### src/rtl/alert_tx_sched.sv
`default_nettype none
// ============================================================================
// Module      : alert_tx_sched (with pr_pkg)
// Description : Round-robin scheduler that sequences four-phase differential
//               alert handshakes for NumAlerts channels over one shared path,
//               with per-phase timeout and ack integrity checking.
// Revision    : 1.0 - initial release
// ============================================================================

package pr_pkg;
    typedef struct packed {
        logic alert_p;
        logic alert_n;
    } alert_tx_t;
endpackage

module alert_tx_sched #(
    parameter int NumAlerts     = 3,
    parameter int TimeoutCycles = 16
) (
    input  logic                              clk_i,
    input  logic                              rst_ni,
    input  logic [NumAlerts-1:0]              alert_req_i,
    input  logic [NumAlerts-1:0]              ack_p_i,
    input  logic [NumAlerts-1:0]              ack_n_i,
    output pr_pkg::alert_tx_t [NumAlerts-1:0] alert_tx_o,
    output logic                              busy_o,
    output logic [$clog2(NumAlerts)-1:0]      active_idx_o,
    output logic                              timeout_o,
    output logic                              integ_err_o
);

    localparam int IDX_W = $clog2(NumAlerts);
    localparam int CNT_W = $clog2(TimeoutCycles + 1);

    localparam logic [IDX_W-1:0] LAST_IDX  = IDX_W'(NumAlerts - 1);
    localparam logic [CNT_W-1:0] CNT_LAST  = CNT_W'(TimeoutCycles - 1);
    localparam pr_pkg::alert_tx_t DRV_ON   = '{alert_p: 1'b1, alert_n: 1'b0};
    localparam pr_pkg::alert_tx_t DRV_OFF  = '{alert_p: 1'b0, alert_n: 1'b1};
    localparam logic [2*NumAlerts-1:0] ALL_IDLE = {NumAlerts{2'b01}};

    typedef enum logic [1:0] {
        ST_IDLE     = 2'd0,
        ST_ASSERT   = 2'd1,
        ST_DEASSERT = 2'd2
    } state_t;

    state_t                              state;
    logic [NumAlerts-1:0]                pending;
    logic [IDX_W-1:0]                    ptr;
    logic [IDX_W-1:0]                    active_idx;
    logic [CNT_W-1:0]                    cnt;
    pr_pkg::alert_tx_t [NumAlerts-1:0]   alert_tx;
    logic                                busy;
    logic                                timeout;
    logic                                integ_err;

    logic [IDX_W-1:0]                    lo_win;
    logic [IDX_W-1:0]                    hi_win;
    logic                                hi_found;
    logic [IDX_W-1:0]                    winner;
    logic                                any_pending;
    logic                                grant;
    logic [NumAlerts-1:0]                grant_mask;
    logic                                ack_p_sel;
    logic                                ack_n_sel;
    logic                                ack_on;
    logic                                ack_off;
    logic                                ack_bad;
    logic                                phase_last;
    logic [CNT_W-1:0]                    cnt_inc;

    // Round-robin pick: lowest pending index at or above ptr, else lowest pending overall (wrap)
    always_comb begin
        lo_win   = '0;
        hi_win   = '0;
        hi_found = 1'b0;
        for (int i = NumAlerts - 1; i >= 0; i--) begin
            if (pending[i]) begin
                lo_win = IDX_W'(i);
                if (IDX_W'(i) >= ptr) begin
                    hi_win   = IDX_W'(i);
                    hi_found = 1'b1;
                end
            end
        end
    end

    assign winner      = hi_found ? hi_win : lo_win;
    assign any_pending = |pending;
    assign grant       = (state == ST_IDLE) && any_pending;

    // One-hot clear mask for the channel being granted this cycle
    for (genvar g = 0; g < NumAlerts; g++) begin : g_grant_mask
        assign grant_mask[g] = grant && (winner == IDX_W'(g));
    end

    // Ack decode for the granted channel only; other channels are ignored
    assign ack_p_sel  = ack_p_i[active_idx];
    assign ack_n_sel  = ack_n_i[active_idx];
    assign ack_on     = ack_p_sel & ~ack_n_sel;
    assign ack_off    = ~ack_p_sel & ack_n_sel;
    assign ack_bad    = (ack_p_sel == ack_n_sel);
    assign phase_last = (cnt == CNT_LAST);
    assign cnt_inc    = (cnt == '1) ? cnt : cnt + 1'b1;

    // Scheduler FSM: grant, drive the four-phase handshake, time out stuck phases
    always_ff @(posedge clk_i) begin
        if (!rst_ni) begin
            state       <= ST_IDLE;
            pending     <= '0;
            ptr         <= '0;
            active_idx  <= '0;
            cnt         <= '0;
            alert_tx    <= ALL_IDLE;
            busy        <= 1'b0;
            timeout     <= 1'b0;
            integ_err   <= 1'b0;
        end else begin
            timeout   <= 1'b0;
            integ_err <= 1'b0;
            // A new request wins over the grant clear so it is served in a later round
            pending   <= (pending & ~grant_mask) | alert_req_i;

            case (state)
                ST_IDLE: begin
                    if (any_pending) begin
                        state            <= ST_ASSERT;
                        active_idx       <= winner;
                        ptr              <= (winner == LAST_IDX) ? '0 : winner + 1'b1;
                        cnt              <= '0;
                        busy             <= 1'b1;
                        alert_tx[winner] <= DRV_ON;
                    end
                end

                ST_ASSERT: begin
                    integ_err <= ack_bad;
                    if (ack_on) begin
                        state                <= ST_DEASSERT;
                        cnt                  <= '0;
                        alert_tx[active_idx] <= DRV_OFF;
                    end else if (phase_last) begin
                        state                <= ST_IDLE;
                        timeout              <= 1'b1;
                        busy                 <= 1'b0;
                        alert_tx[active_idx] <= DRV_OFF;
                    end else begin
                        cnt <= cnt_inc;
                    end
                end

                ST_DEASSERT: begin
                    integ_err <= ack_bad;
                    if (ack_off) begin
                        state <= ST_IDLE;
                        busy  <= 1'b0;
                    end else if (phase_last) begin
                        state   <= ST_IDLE;
                        timeout <= 1'b1;
                        busy    <= 1'b0;
                    end else begin
                        cnt <= cnt_inc;
                    end
                end

                default: begin
                    state    <= ST_IDLE;
                    busy     <= 1'b0;
                    alert_tx <= ALL_IDLE;
                end
            endcase
        end
    end

    assign alert_tx_o   = alert_tx;
    assign busy_o       = busy;
    assign active_idx_o = active_idx;
    assign timeout_o    = timeout;
    assign integ_err_o  = integ_err;

endmodule

`default_nettype wire

### config.mk
export PLATFORM = sky130hd
export DESIGN_NAME = alert_tx_sched
export DESIGN_NICKNAME = d
export VERILOG_FILES = /design/src/rtl/alert_tx_sched.sv
export SDC_FILE = /design/constraint.sdc
export NUM_CORES = 1
export LEC_CHECK = 0
export CAP_MARGIN = 20
export CORE_ASPECT_RATIO = 1.1
export CORE_MARGIN = 5
export CORE_UTILIZATION = 47
export CTS_CLUSTER_DIAMETER = 50
export DETAILED_ROUTE_END_ITERATION = 7
export PLACE_DENSITY = 0.74
export SLEW_MARGIN = 30
export SYNTH_ARGS = -nofsm -noshare
export SYNTH_HDL_FRONTEND = slang
export SYNTH_SLANG_ARGS = --single-unit
### constraint.sdc
create_clock -name clk_i -period 1.97 [get_ports clk_i]
set_input_delay 0.591 -clock clk_i [delete_from_list [all_inputs] [get_ports clk_i]]
set_output_delay 0.591 -clock clk_i [all_outputs]
set_load 0.05 [all_outputs]
==> metrics.log <==
[metrics] number of global-route vias before repair: 1309
[metrics] launch instance of the worst min-delay path: cnt[4]
[metrics] total routed wirelength: 3674 µm
[metrics] end point of the worst hold path: cnt[4]
[metrics] NumNets Final: about 220
[metrics] endpoint kind of the worst setup timing path: flop
[metrics] crit-path max cell delay: 410 ps
[metrics] Slew Viols, Final: 0
[metrics] number of vias per cell: 5.765
[metrics] final critical-path share of the clock period: 101.3%
[metrics] Sinks on Clock Net: 23
[metrics] FFs w/ async S/R, synth: 0%
[metrics] Min-Delay Path Depth: 2
[metrics] commonest cells after routing, fill and taps aside: sky130_fd_sc_hd__buf_4, sky130_fd_sc_hd__dfxtp_1, sky130_fd_sc_hd__nand2_1
[metrics] buffers and inverters on the worst path: 2
[metrics] Clock Tree Buf Depth: 2
[metrics] most common cell after layout, fill and taps aside: sky130_fd_sc_hd__buf_4
[metrics] final RePlAce weighted congestion: 0.8783
[metrics] first-pass GRT wire length: 6092 µm
[metrics] endpoint of the lowest-slack register-to-register path: cnt[1]
[metrics] count of input and output buffers: 21
[metrics] FF-to-FF setup slack: -30 ps
[metrics] Setup Viol. Count Final: 4
[metrics] CTS root buf: sky130_fd_sc_hd__clkbuf_4
[metrics] Netlist cell types: 42
[metrics] P_sw: 0.0006477 W
[metrics] antenna violation net count after detailed routing: 0
[metrics] antenna cells: 0
[metrics] power per cell area: 877.8 nW/µm²
[metrics] status: complete, but fails checks
[metrics] core area: 2778 µm²
[metrics] area of the mapped netlist: 1356 µm²
[metrics] die outline area: 4061 µm²
[metrics] Skew-Pair Late Insertion Delay: 320 ps
[metrics] internal power: 0.0009503 W
[metrics] pin count of the biggest net entering global routing: 15
[metrics] synth warn: 0
[metrics] arrival time of data at the critical path endpoint: approximately 2200 ps
[metrics] number of antenna violations at the first check in global routing: 0
[metrics] min-delay worst type: flop to flop
[metrics] clock group share of total power: 13.9%
[metrics] final std cells w/o fill: 230
[metrics] critical path peak fanout: 4
[metrics] Sum Neg Setup Slack: -91.47 ps
[metrics] maximum clock frequency: 500.9 MHz
[metrics] measured slew at the worst slew-check pin: roughly 570 ps
[metrics] least setup slack across all paths after layout: -26.32 ps
[metrics] number of nets in the synthesized netlist: 180
[metrics] DRC violation count after routing: 0
[metrics] drt first-iter violations: 66
[metrics] fraction of layout cells with a size suffix above 1: 27.92%
[metrics] Post-synth top flop: sky130_fd_sc_hd__dfxtp_1
[metrics] number of instances in the placed design: 221
[metrics] type of the setup path with the least slack: flop to flop
[metrics] number of ports placed on the die boundary: 22
[metrics] share of total power in sequential cells: roughly 37%
[metrics] failing checks: setup timing
[metrics] skew final: between 10 and 15 ps
[metrics] multi-input combinational cell area: 897.1 µm²
[metrics] clock tree from TritonCTS: done
[metrics] Syn Inst Count: 161
[metrics] Die X-Extent: 61.22 µm
[metrics] remaining global-route overflow: 0
[metrics] starting utilization of the core area: 48.83%
[metrics] number of max-capacitance violations reported: 0
[metrics] synthesized flop and latch total: 23
[metrics] leakage: ~0.74 nW
[metrics] clock edge transition at the registers on the reported setup and hold paths: around 130 ps
[metrics] chain of cells forming the critical path: mux2i_1, nor2_1, a21oi_2, ha_2, and2b_4, buf_12, buf_6, o2111a_1, a32o_2
[metrics] Sequential Area: 467.9 µm²
[metrics] mean instance size in the synthesized netlist: between 8 and 9 µm²
[metrics] startpoint types: flop
[metrics] Sw Ratio: 40.53%
[metrics] largest vdd supply drop: 529.0 µV
[metrics] Hold Vio Cnt, Final: 0
[metrics] synth-to-layout area growth: 34.23%
[metrics] Layout fillers: 246
[metrics] floorplan die height: 66.34 µm
[metrics] routed via count: around 1300
[metrics] First-pass DRT Iterations: 4
[metrics] EDFF count, synth: 0
[metrics] sequential fraction of the synthesis area: 33.95%
[metrics] combinational power share: 49.4%
[metrics] critical path data required time: 2190 ps
[metrics] Worst Setup Slack post-DPL: -576.2 ps
[metrics] FF-to-FF path depth: 9
[metrics] slowest cell on the critical path: sky130_fd_sc_hd__dfxtp_4
[metrics] combined global-route utilization of all metal layers: 19.62%
[metrics] minimum period implied by the final worst setup slack: 1996 ps
[metrics] category of cells accounting for the largest share of critical-path delay: compound AO/OA/AOI/OAI gates
[metrics] Detail Placement HPWL: 2626 µm
[metrics] standard-cell rows: 20
[metrics] max_slew headroom: 61.64%
[metrics] TritonCTS Buffers: 3
[metrics] total of hold buffers inserted after clock tree synthesis: 0
[metrics] H-tree lvl count: 1
[metrics] source of the worst register-to-register timing path: active_idx_o[0]
[metrics] RSZ-0062 raised after global routing: true
[metrics] average detailed-routed wire length per instance: 15.97 µm
[power by group through the flow]
stage / Sequential, W / Combinational (W) / Clock [W]
2_1_floorplan: 0.000687 / 0.000373 / 0
3_3_place_gp: 0.000588 / 0.000671 / 0
3_5_place_dp: 0.000593 / 0.000687 / 0
4_1_cts: 0.000584 / 0.000749 / 0.000227
5_1_grt: 0.000596 / 0.000854 / 0.000248
6_report: 0.000587 / 0.000789 / 0.000222
[worst max path at each step]
| stage | startpoint | to | slack [ps] | depth (start not counted) |
|---|---|---|---|---|
| after floorplan | active_idx_o[0] | alert_tx_o[3] | -130 | 9 |
| after global placement | ack_p_i[1] | alert_tx_o[5] | -510 | 10 |
| after detailed placement | ack_n_i[0] | alert_tx_o[3] | -580 | 9 |
| after CTS | active_idx_o[0] | alert_tx_o[3] | -120 | 8 |
| after global routing | active_idx_o[0] | alert_tx_o[3] | -110 | 8 |
| final | active_idx_o[0] | cnt[1] | -30 | 9 |
[tightest hold or removal path: cells and delay by family, from the launching register on]
kind            cells  cell delay, ps
compound gates      1              40
simple gates        1              60
flops               1             340
[flip-flops by register name, summed over array words and instances (netlist names)]
signal        flops
timeout_o         1
active_idx_o      2
alert_tx_o        6
busy_o            1
ptr               2
pending           3
integ_err_o       1
cnt               5
state             2
[stage by stage]
stage	total power (W)	hold slack [ps]	area [µm²]	util, %
3_3_place_gp	0.001260	435.2	1664	59.91
2_1_floorplan	0.001060	420.2	1391	-
5_1_grt	0.001697	487.4	1821	65.54
6_report	0.001598	468.8	1821	65.54
3_5_place_dp	0.001280	455.7	1664	59.91
4_1_cts	0.001561	473.5	1763	63.47
[cell families (layout without fill, tap and decap cells)]
logic type                 after synthesis  count (layout)  share of synthesized area, %
AOI/OAI and AO/OA                       52              52                         27.40
buffers and inverters                   19              55                         6.734
adders and majority gates                8               8                         7.380
DFF                                     23              23                         33.95
muxes                                    2               2                         1.476
and+or+nand+nor                         57              57                         23.06
[area by class of cell]
| class | instances | share of cell area, % |
|---|---|---|
| multi-input cells | 119 | 49.28 |
| clock buffers | 4 | 1.443 |
| flip-flops and latches | 23 | 25.70 |
| inverters | 10 | 2.062 |
| well taps | 33 | 2.268 |
| repair buffers | 41 | 19.24 |
[timing repair]
| action | CTS | global route |
|---|---|---|
| pin swaps | 11 | 8 |
| setup endpoints to repair | 14 | 12 |
| gates cloned | 0 | 0 |
| resized for setup | 19 | 10 |
| buffers inserted | 4 | 1 |
[Yosys cell counts (3+ instances only)]
cell type	count	area, µm²
sky130_fd_sc_hd__o21ai_0	9	45.04
sky130_fd_sc_hd__or3_1	3	18.77
sky130_fd_sc_hd__dfxtp_1	23	460.4
sky130_fd_sc_hd__nand2_1	13	48.80
sky130_fd_sc_hd__a21oi_1	13	65.06
sky130_fd_sc_hd__o31ai_1	3	22.52
sky130_fd_sc_hd__o21a_1	7	52.55
sky130_fd_sc_hd__clkbuf_1	3	11.26
sky130_fd_sc_hd__nor3_1	6	30.03
sky130_fd_sc_hd__ha_1	8	100.1
sky130_fd_sc_hd__nand3_1	4	20.02
sky130_fd_sc_hd__nor2b_1	5	31.28
sky130_fd_sc_hd__and2_1	3	18.77
sky130_fd_sc_hd__buf_2	4	20.02
sky130_fd_sc_hd__a31oi_1	4	25.02
sky130_fd_sc_hd__nor2_1	12	45.04
sky130_fd_sc_hd__inv_1	10	37.54
[metal layers]
| metal | vias to the layer above | global-route usage (%) | routed length (µm) | part of all wire (%) |
|---|---|---|---|---|
| li1 | 650 | - | - | - |
| met1 | 632 | 24.50 | 1525 | 42 |
| met2 | 33 | 33.86 | 1884 | 51 |
| met3 | 11 | 2.930 | 162 | 4.4 |
| met4 | 0 | 5.691 | 102 | 2.8 |
| met5 | - | 0 | 0 | 0 |
Power figures use the tool's default switching activity.
